**config.mk**
```make
export PLATFORM = sky130hd
export DESIGN_NAME = br_update_tracker
export DESIGN_NICKNAME = d
export VERILOG_FILES = /design/src/rtl/br_update_tracker.sv
export SDC_FILE = /design/constraint.sdc
export NUM_CORES = 1
export LEC_CHECK = 0
export ABC_AREA = 1
export CORE_MARGIN = 8
export CORE_UTILIZATION = 54
export CTS_CLUSTER_SIZE = 28
export DETAILED_ROUTE_END_ITERATION = 8
export DONT_BUFFER_PORTS = 1
export GPL_TIMING_DRIVEN = 0
export PLACE_DENSITY_LB_ADDON = 0.2
export SLEW_MARGIN = 20
export SYNTH_ARGS = -nofsm -noshare
export SYNTH_HDL_FRONTEND = slang
export SYNTH_SLANG_ARGS = --single-unit
```
**constraint.sdc**
```tcl
create_clock -name clk -period 1.64 [get_ports clk]
set_input_delay 0.082 -clock clk [delete_from_list [all_inputs] [get_ports clk]]
set_output_delay 0.082 -clock clk [all_outputs]
set_load 0.02 [all_outputs]
```
**src/rtl/br_update_tracker.sv**
```systemverilog
// br_update_tracker: in-order tracker of gshare prediction metadata that emits predictor updates and mispredict pulses on resolve
//   clk, rst (sync, active-low)
//   enq_valid/enq_ready/enq_idx/enq_sc/enq_taken : prediction records from fetch
//   res_valid/res_is_branch/res_taken            : resolve of the oldest in-flight instruction
//   flush                                        : external pipeline flush
//   update_br_inst/update_br_taken/update_idx/update_sc : registered predictor update
//   mispredict, err_underflow                    : registered one-cycle pulses
//   count                                        : occupied entries
module br_update_tracker #(
    parameter int SIZE  = 32,
    parameter int DEPTH = 4,
    localparam int IW = $clog2(SIZE),
    localparam int PW = $clog2(DEPTH),
    localparam int CW = PW + 1
) (
    input  logic          clk,
    input  logic          rst,
    input  logic          enq_valid,
    output logic          enq_ready,
    input  logic [IW-1:0] enq_idx,
    input  logic [1:0]    enq_sc,
    input  logic          enq_taken,
    input  logic          res_valid,
    input  logic          res_is_branch,
    input  logic          res_taken,
    input  logic          flush,
    output logic          update_br_inst,
    output logic          update_br_taken,
    output logic [IW-1:0] update_idx,
    output logic [1:0]    update_sc,
    output logic          mispredict,
    output logic [CW-1:0] count,
    output logic          err_underflow
);
    logic [IW-1:0] idx_q [DEPTH];
    logic [1:0]    sc_q  [DEPTH];
    logic          tk_q  [DEPTH];
    logic [PW-1:0] head, tail;
    logic          enq_fire, res_fire, mp, clear;

    assign enq_ready = count < CW'(DEPTH);
    assign enq_fire  = enq_valid && enq_ready;
    assign res_fire  = res_valid && count != '0;
    // a predicted-taken non-branch redirected fetch wrongly, so it counts as a mispredict
    assign mp        = res_fire && (res_is_branch ? (tk_q[head] != res_taken) : tk_q[head]);
    // flush or mispredict discards everything younger, including a same-cycle enqueue
    assign clear     = flush || mp;

    always_ff @(posedge clk) begin
        if (rst && enq_fire) begin
            idx_q[tail] <= enq_idx;
            sc_q[tail]  <= enq_sc;
            tk_q[tail]  <= enq_taken;
        end
    end

    always_ff @(posedge clk) begin
        if (!rst) begin
            head            <= '0;
            tail            <= '0;
            count           <= '0;
            update_br_inst  <= 1'b0;
            update_br_taken <= 1'b0;
            update_idx      <= '0;
            update_sc       <= 2'b01;
            mispredict      <= 1'b0;
            err_underflow   <= 1'b0;
        end else begin
            head           <= clear ? '0 : head + PW'(res_fire);
            tail           <= clear ? '0 : tail + PW'(enq_fire);
            count          <= clear ? '0 : count + CW'(enq_fire) - CW'(res_fire);
            update_br_inst <= res_fire && res_is_branch;
            mispredict     <= mp;
            err_underflow  <= res_valid && count == '0;
            if (res_fire) begin
                update_br_taken <= res_taken;
                update_idx      <= idx_q[head];
                update_sc       <= sc_q[head];
            end
        end
    end
endmodule
```
==> out/summary.md, run 1 <==
Timing would allow up to 0.5795 GHz. The smallest clock period supported by the final layout is computed as 1.725 ns. Detailed placement finished with a half-perimeter wire length of 2622 um. The clock root buffer was sky130_fd_sc_hd__clkbuf_4. Synthesis inferred 50 register bits.

TritonCTS built the clock tree. After filler insertion, the fill cell instance count of the layout stands at 257. The worst setup path is launched from a register. In the final design database the tool counted 217 nets. The first detailed-routing pass ran for 4 iterations. The critical path capture point type was a register. Across all layers, the routed design uses 1,318 vias. The total congestion overflow after global routing was 0; the measured slew at the worst slew-check pin was 0.3367 ns. The worst setup timing slack at the placement stage was -0.3170 ns.

The number of global-route vias before repair was 1,283. The H-tree generated during clock tree synthesis spans 2 levels. In this run, distinct cell masters in the synthesized netlist total 22. Counting along the longest clock path gives a buffer depth of 2.

The per-cell via count in the routed design came out at 5.315. The layout-stage area growth over the synthesis result works out to 23.65%. Wires add up to 4069 um. The worst slew margin relative to its limit came out at 77.52%. The max-slew violation count is 0.

In the layout the commonest cells are 38 x sky130_fd_sc_hd__nor2_1, 32 x sky130_fd_sc_hd__edfxtp_1, 19 x sky130_fd_sc_hd__o21ai_0, 15 x sky130_fd_sc_hd__nand2_1, 15 x sky130_fd_sc_hd__dfxtp_1. The area of the die came out at 5783 um^2. Setup repair after global routing could not meet its margin everywhere. The clock network latency to the later pin of the worst-skew pair came out at 0.36 ns.

For the placement row count, the log shows 22. In this run the remaining antenna-violating nets after routing total 0. In this run the cell area measured after placement is 2057 um^2.

Setup violations remaining at the end of the flow were counted as 2. For the netlist area before placement, the log shows 1947 um^2. The run finished, with violations left.

The Yosys step of the flow raised 0 warnings. The worst setup path is of the reg -> reg kind. The analysis attributes to cell leakage a power of 0.0008798 uW. The first global-routing pass estimated 6458 um of wire. The critical-path maximum fanout is 3, and the number of clock sinks seen by CTS is 50. The path class of the tightest hold or removal check is in -> reg. The remaining routing DRC violations is 0. In this run the count of I/O pins placed on the die edge is 30. The checks that failed: setup timing.

The share of the Yosys chip area taken by registers is 67.87%. Dividing the final minimum period by the clock period gives 105.2%. The number of port buffers is 0, and the routability-driven placement congestion ratio is 0.7636. The die is 76.05 um tall. TritonCTS created 5 clock buffers. Dividing total power by cell area gives a power density of 935.2 nW/um^2. Entering global routing, the biggest net connects 17 pins.

Synthesis produced a netlist whose cell count is 173. The number of antenna violations at the first check in global routing came out at 0. Clock-pin slew was measured on the worst setup and hold paths at 0.14 ns.

For the worst supply voltage drop on vdd, the log shows 559.6 uV. Leaving out fill and tap cells, the most frequent cell in the layout is sky130_fd_sc_hd__nor2_1. The post-route netlist has 21.50% of its cells at a drive strength greater than 1. Overall power consumption after layout is estimated at 2251 uW.

The floorplan step defined a core boundary enclosing 3551 um^2. In this run the mean area of a mapped cell was 11.25 um^2. The total track usage came out at 14.25%.

Measured along the x axis, the die boundary spans 76.05 um. Routed length per placed instance: 16.41 um. The logs give 57 for the detailed router's first-iteration violation count and 0 for the number of max-cap violations.

At the worst endpoint, the required time is 1.94 ns. The initial utilization of the core area, before any placement, comes to 54.83%. The finished cells cover 2407 um^2.

The logs give 0 for the final hold violation count and 2.03 ns for the arrival time at the worst endpoint. The logs give 0 for the number of diodes and 191 for the net count of the mapped netlist. The final worst slack was -0.08548 ns.

Setup total negative slack on the finished layout was measured at -0.1531 ns. The clock arrives with 0.01278 ns of skew.
## worst max-delay path, stage by stage, from the launching register on
cell,delay [ns]
sky130_fd_sc_hd__dfxtp_4,0.41
sky130_fd_sc_hd__nor2_4,0.13
sky130_fd_sc_hd__nand2_4,0.08
sky130_fd_sc_hd__nand2_8,0.07
sky130_fd_sc_hd__xor2_2,0.14
sky130_fd_sc_hd__ha_2,0.19
sky130_fd_sc_hd__inv_2,0.03
sky130_fd_sc_hd__fa_2,0.35
sky130_fd_sc_hd__xnor2_2,0.13
sky130_fd_sc_hd__inv_1,0.05
sky130_fd_sc_hd__nor2_1,0.10
## sequential cells by signal, indices dropped and copies added, names as in the netlist
| register | count |
|---|---|
| count | 3 |
| err_underflow | 1 |
| head | 2 |
| idx_q | 20 |
| mispredict | 1 |
| sc_q | 8 |
| tail | 2 |
| tk_q | 4 |
| update_br_inst | 1 |
| update_br_taken | 1 |
| update_idx | 5 |
| update_sc | 2 |
## power breakdown
part           internal, uW  switching (uW)
registers              1380            66.0
clock network           169             368
logic                   117             147
total                  1670             581
## metrics by stage
stage	hold slack [ns]	cells	util, %
global placement	0.1811	221	57.93
floorplan	0.1809	173	-
finish	0.01878	248	67.79
CTS	0.002465	247	67.16
global route	0.03081	248	67.79
detailed placement	0.1811	221	57.93
## cells by family (layout without fill, tap and decap cells)
logic type / Yosys count / in the layout / synth area share (%)
simple gates: 70 / 70 / 15.23
flops: 50 / 50 / 67.87
compound gates: 26 / 26 / 7.069
buf+inv: 18 / 45 / 4.820
xor+xnor: 6 / 6 / 2.700
fa+ha+maj: 3 / 3 / 2.313
## layer usage
layer | share of wire, % | GRT usage, % | vias to the layer above
met5 | 0 | 0 | -
met4 | 2.8 | 8.235 | 0
met3 | 7.7 | 5.189 | 12
met2 | 51 | 23.39 | 45
met1 | 39 | 15.45 | 625
li1 | - | - | 636
## synth_stat cells
library cell,n,area [um^2]
sky130_fd_sc_hd__buf_2,1,5.000
sky130_fd_sc_hd__buf_6,2,22.52
sky130_fd_sc_hd__inv_4,1,6.260
sky130_fd_sc_hd__ha_1,2,25.02
sky130_fd_sc_hd__edfxtp_1,32,960.9
sky130_fd_sc_hd__nand2_4,1,11.26
sky130_fd_sc_hd__nand2_1,17,63.81
sky130_fd_sc_hd__nand3_2,2,20.02
sky130_fd_sc_hd__nor2_1,40,150.1
sky130_fd_sc_hd__buf_4,2,15.01
sky130_fd_sc_hd__nor3_1,4,20.02
sky130_fd_sc_hd__inv_2,2,7.510
sky130_fd_sc_hd__nand2_2,1,6.260
sky130_fd_sc_hd__a21oi_1,1,5.000
sky130_fd_sc_hd__xnor2_1,3,26.28
sky130_fd_sc_hd__xor2_1,3,26.28
sky130_fd_sc_hd__o22ai_1,6,37.54
sky130_fd_sc_hd__nand3_1,5,25.02
sky130_fd_sc_hd__dfxtp_1,18,360.4
sky130_fd_sc_hd__inv_1,10,37.54
sky130_fd_sc_hd__fa_1,1,20.02
sky130_fd_sc_hd__o21ai_0,19,95.09
## final timing paths
path,from,end,slack [ns],cells past startpoint
max reg2reg,count[0]$_SDFF_PP0_,count[2]$_SDFF_PP0_,-0.09,10
max,count[0]$_SDFF_PP0_,count[2]$_SDFF_PP0_,-0.09,10
min,res_is_branch,mispredict$_SDFF_PN0_,0.02,4
min reg2reg,update_br_taken$_SDFFE_PN0P_,update_br_taken$_SDFFE_PN0P_,0.60,2
## cell type report
class                           count  area, um^2  share of cell area [%]
Multi-Input combinational cell    105       635.6                   26.40
Clock buffer                        5       37.54                   1.559
Clock inverter                      3       20.02                  0.8316
Sequential cell                    50        1333                   55.35
Tap cell                           48       60.06                   2.495
Inverter                           13       53.80                   2.235
Timing Repair Buffer               20       232.7                   9.667
Buffer                              4       35.03                   1.455
## what timing repair did
item,in CTS,in global routing
hold buffers,13,0
cloned,0,0
gates resized for setup,11,3
buffers inserted,6,1
endpoints found under the hold margin,43,0
endpoints found under the setup margin,34,34
pin swaps,6,1
No activity file was read; power rests on OpenSTA's default activity.
==> run 2: changes to the inputs <==
clock period = 1.45 ns   (was 1.64 ns; I/O delays follow)
==> run 2 against run 1 <==
Compared with the run above:
- the flow still finishes with violations (setup timing)
- first-iteration DRC count increased by 30%
- sequential power increased by 13%
- clock skew increased by 0.0023 ns
- fmax increased by 1.6%
- critical path depth unchanged
- via count about the same
- largest power group unchanged
- worst setup slack got worse by 0.16 ns
==> out/summary.md, run 2 (synthesized netlist as in run 1, its figures left out) <==
The number of ports placed on the die boundary was 30; the total placed instance area was 2063 um^2. The final hold violation count is 0. Once detail routing completed, the nets flagged for antenna violations numbered 0. In this run the most used layer during global routing was met2. The finished cells cover 2405 um^2. The area of the core came out at 3551 um^2. The class of the tightest hold or removal check is in -> reg. STA classifies the critical path startpoint as a register. The run finished, with violations left.

The smallest clock period supported by the final layout is computed as 1.699 ns. The via count is 1,319, and the routed length per placed instance is 16.10 um. The post-route netlist has 21.50% of its cells at a drive strength greater than 1. The largest registers in the layout are idx_q: 20 flops, sc_q: 8 flops, update_idx: 5 flops.

The count of endpoints failing setup in the final report came out at 2. The portion of the clock cycle consumed by the worst path in the final layout was 117.1%. The met3 demand-to-capacity share in global routing was 5.425%; the area used by sequential logic in the layout was 1333 um^2. The worst setup path is captured at a register. Clock-pin slew was measured on the worst setup and hold paths at 0.15 ns.

Using the TritonRoute via totals, the vias-per-cell ratio works out to 5.319. For the worst setup path, the data required time is 1.77 ns. The final reports fail on setup timing.

The number of max-cap violations was 0. The stage delay of the slowest cell on the critical path is 0.41 ns. In this run the tool buffered the top-level ports with 0 buffer cells.

The top cell types in the final layout, fill and taps aside, are 39 x sky130_fd_sc_hd__nor2_1, 32 x sky130_fd_sc_hd__edfxtp_1, 19 x sky130_fd_sc_hd__o21ai_0, 15 x sky130_fd_sc_hd__dfxtp_1, 14 x sky130_fd_sc_hd__nand2_1. The number of global-route vias before repair was 1,297; the initial cell density of the core was 54.83%. The first routing iteration left 74 violations. The first global-routing pass estimated 6423 um of wire.

idx_q holds more flip-flops than any other register. For the final worst slack, the log shows -0.2486 ns. Walking the worst path, the cells encountered are nor2_4 -> nand2_4 -> nand2_4 -> xor2_1 -> ha_2 -> inv_2 -> fa_2 -> xnor2_2 -> inv_1 -> nor2_1.

The layout-stage area growth over the synthesis result was 23.52%. The largest individual stage delay along the critical path comes from the cell sky130_fd_sc_hd__dfxtp_4. Global routing finished with a remaining overflow of 0. The tools report the met2 usage as 22.88%. Between clock sinks in the finished design, the worst skew comes to 0.01507 ns. The run gives 263 as the number of filler cells placed in the layout.

Setup repair after global routing could not meet its margin everywhere. The repair_antennas step left the layout with diodes totalling 0. From left edge to right edge, the die measures 76.05 um. CTS built an H-tree with a depth of 2.

The die span in y was 76.05 um. The register with the most flip-flops in the layout has 20 of them. For the max-slew violation count, the log shows 0. The critical path class was reg -> reg. At the pin with the least slew margin, the transition time is 0.3274 ns. The analysis attributes to cell leakage a power of 0.0008853 uW. The largest net degree at the start of global routing is 17, and the number of clock buffers inserted by TritonCTS is 5. The remaining routing DRC violations is 0, and the worst slew margin relative to its limit is 78.14%. Clock root buffer: sky130_fd_sc_hd__clkbuf_4. The critical-path maximum fanout came out at 3. The floorplan has 22 rows.

For the half-perimeter wire length after detailed placement, the log shows 2565 um. For the area of the die, the log shows 5783 um^2. Routability-driven placement finished with a final weighted congestion of 0.7936. The total track usage was 14.10%; the clock network latency to the later pin of the worst-skew pair was 0.37 ns.

The clock net in this run drives a total of 50 sinks. Total power for the finished layout comes to 2655 uW. Number of iterations in the first detailed-routing pass: 4.

The most frequent cell on the critical path is sky130_fd_sc_hd__nand2_4. Power spread over the standard cell area amounts to 1104 nW/um^2. TritonCTS built the clock tree. The final layout contains routed wiring with a total length of 3993 um. The most common cell after layout, fill and taps aside was sky130_fd_sc_hd__nor2_1. The run gives 754.8 uV as the worst supply voltage drop on vdd. For the final layout net count, the log shows 217. The maximum clock frequency was 0.5887 GHz; the clock tree buffer depth was 2. The multi-input gate area in the final layout is 619.3 um^2. In the global route stage, met1 resource usage came out at 16.48%. The number of antenna violations at the first check in global routing was 0; the arrival time at the worst endpoint was 2.01 ns.

The run gives 0.02229 ns as the worst hold slack after final layout.
==> run 2: power by group <==
part           switching [uW]  internal, uW  leakage (uW)
Combinational             155           120      0.000406
Sequential               74.5          1570      0.000439
Clock                     445           295     0.0000399
==> run 2: routing by layer <==
| metal | part of all wire (%) | vias up |
|---|---|---|
| li1 | - | 644 |
| met1 | 41 | 623 |
| met2 | 50 | 48 |
| met3 | 7.7 | 4 |
| met5 | 0 | - |
| met4 | 1.2 | 0 |
==> run 2: final timing paths <==
check / cells past startpoint / startpoint / end / slack, ns
setup / recovery: 10 / count[0]$_SDFF_PP0_ / count[2]$_SDFF_PP0_ / -0.25
hold / removal: 3 / rst / update_idx[2]$_SDFFE_PN0P_ / 0.02
setup reg to reg: 10 / count[0]$_SDFF_PP0_ / count[2]$_SDFF_PP0_ / -0.25
hold reg to reg: 4 / sc_q[1][0]$_DFFE_PP_ / update_sc[0]$_SDFFE_PN1P_ / 0.60
==> run 2: per-stage QoR <==
step / setup slack (ns) / instances / TNS, ns / util [%]
after detailed placement: -0.4247 / 221 / -12.02 / 58.10
final: -0.2486 / 248 / -0.4682 / 67.72
after global placement: -0.7754 / 221 / -16.68 / 57.82
after floorplan: -0.3059 / 173 / -5.674 / -
after global routing: -0.3346 / 248 / -0.8793 / 67.72
after CTS: -0.2385 / 248 / -0.4507 / 67.30
==> run 2: final cells by class <==
class | count | area share, %
flip-flops and latches | 50 | 55.41
plain buffers | 4 | 1.457
well taps | 48 | 2.497
clock buffers | 6 | 2.601
clock inverters | 2 | 0.5723
inverters | 13 | 2.237
repair buffers | 20 | 9.469
multi-input cells | 105 | 25.75
==> run 2: worst max-delay path, delay by kind of cell, from the launching register on <==
| family | cells | cell delay, ns |
|---|---|---|
| fa+ha+maj | 2 | 0.53 |
| buf+inv | 2 | 0.09 |
| flops | 1 | 0.41 |
| xor+xnor | 2 | 0.27 |
| simple gates | 4 | 0.34 |
==> run 2: what timing repair did <==
item	4_1_cts	5_1_grt
setup buffers	7	0
setup endpoints to repair	35	34
pin swaps	5	6
hold endpoints to repair	43	0
gates resized for setup	11	3
hold buffers	13	0
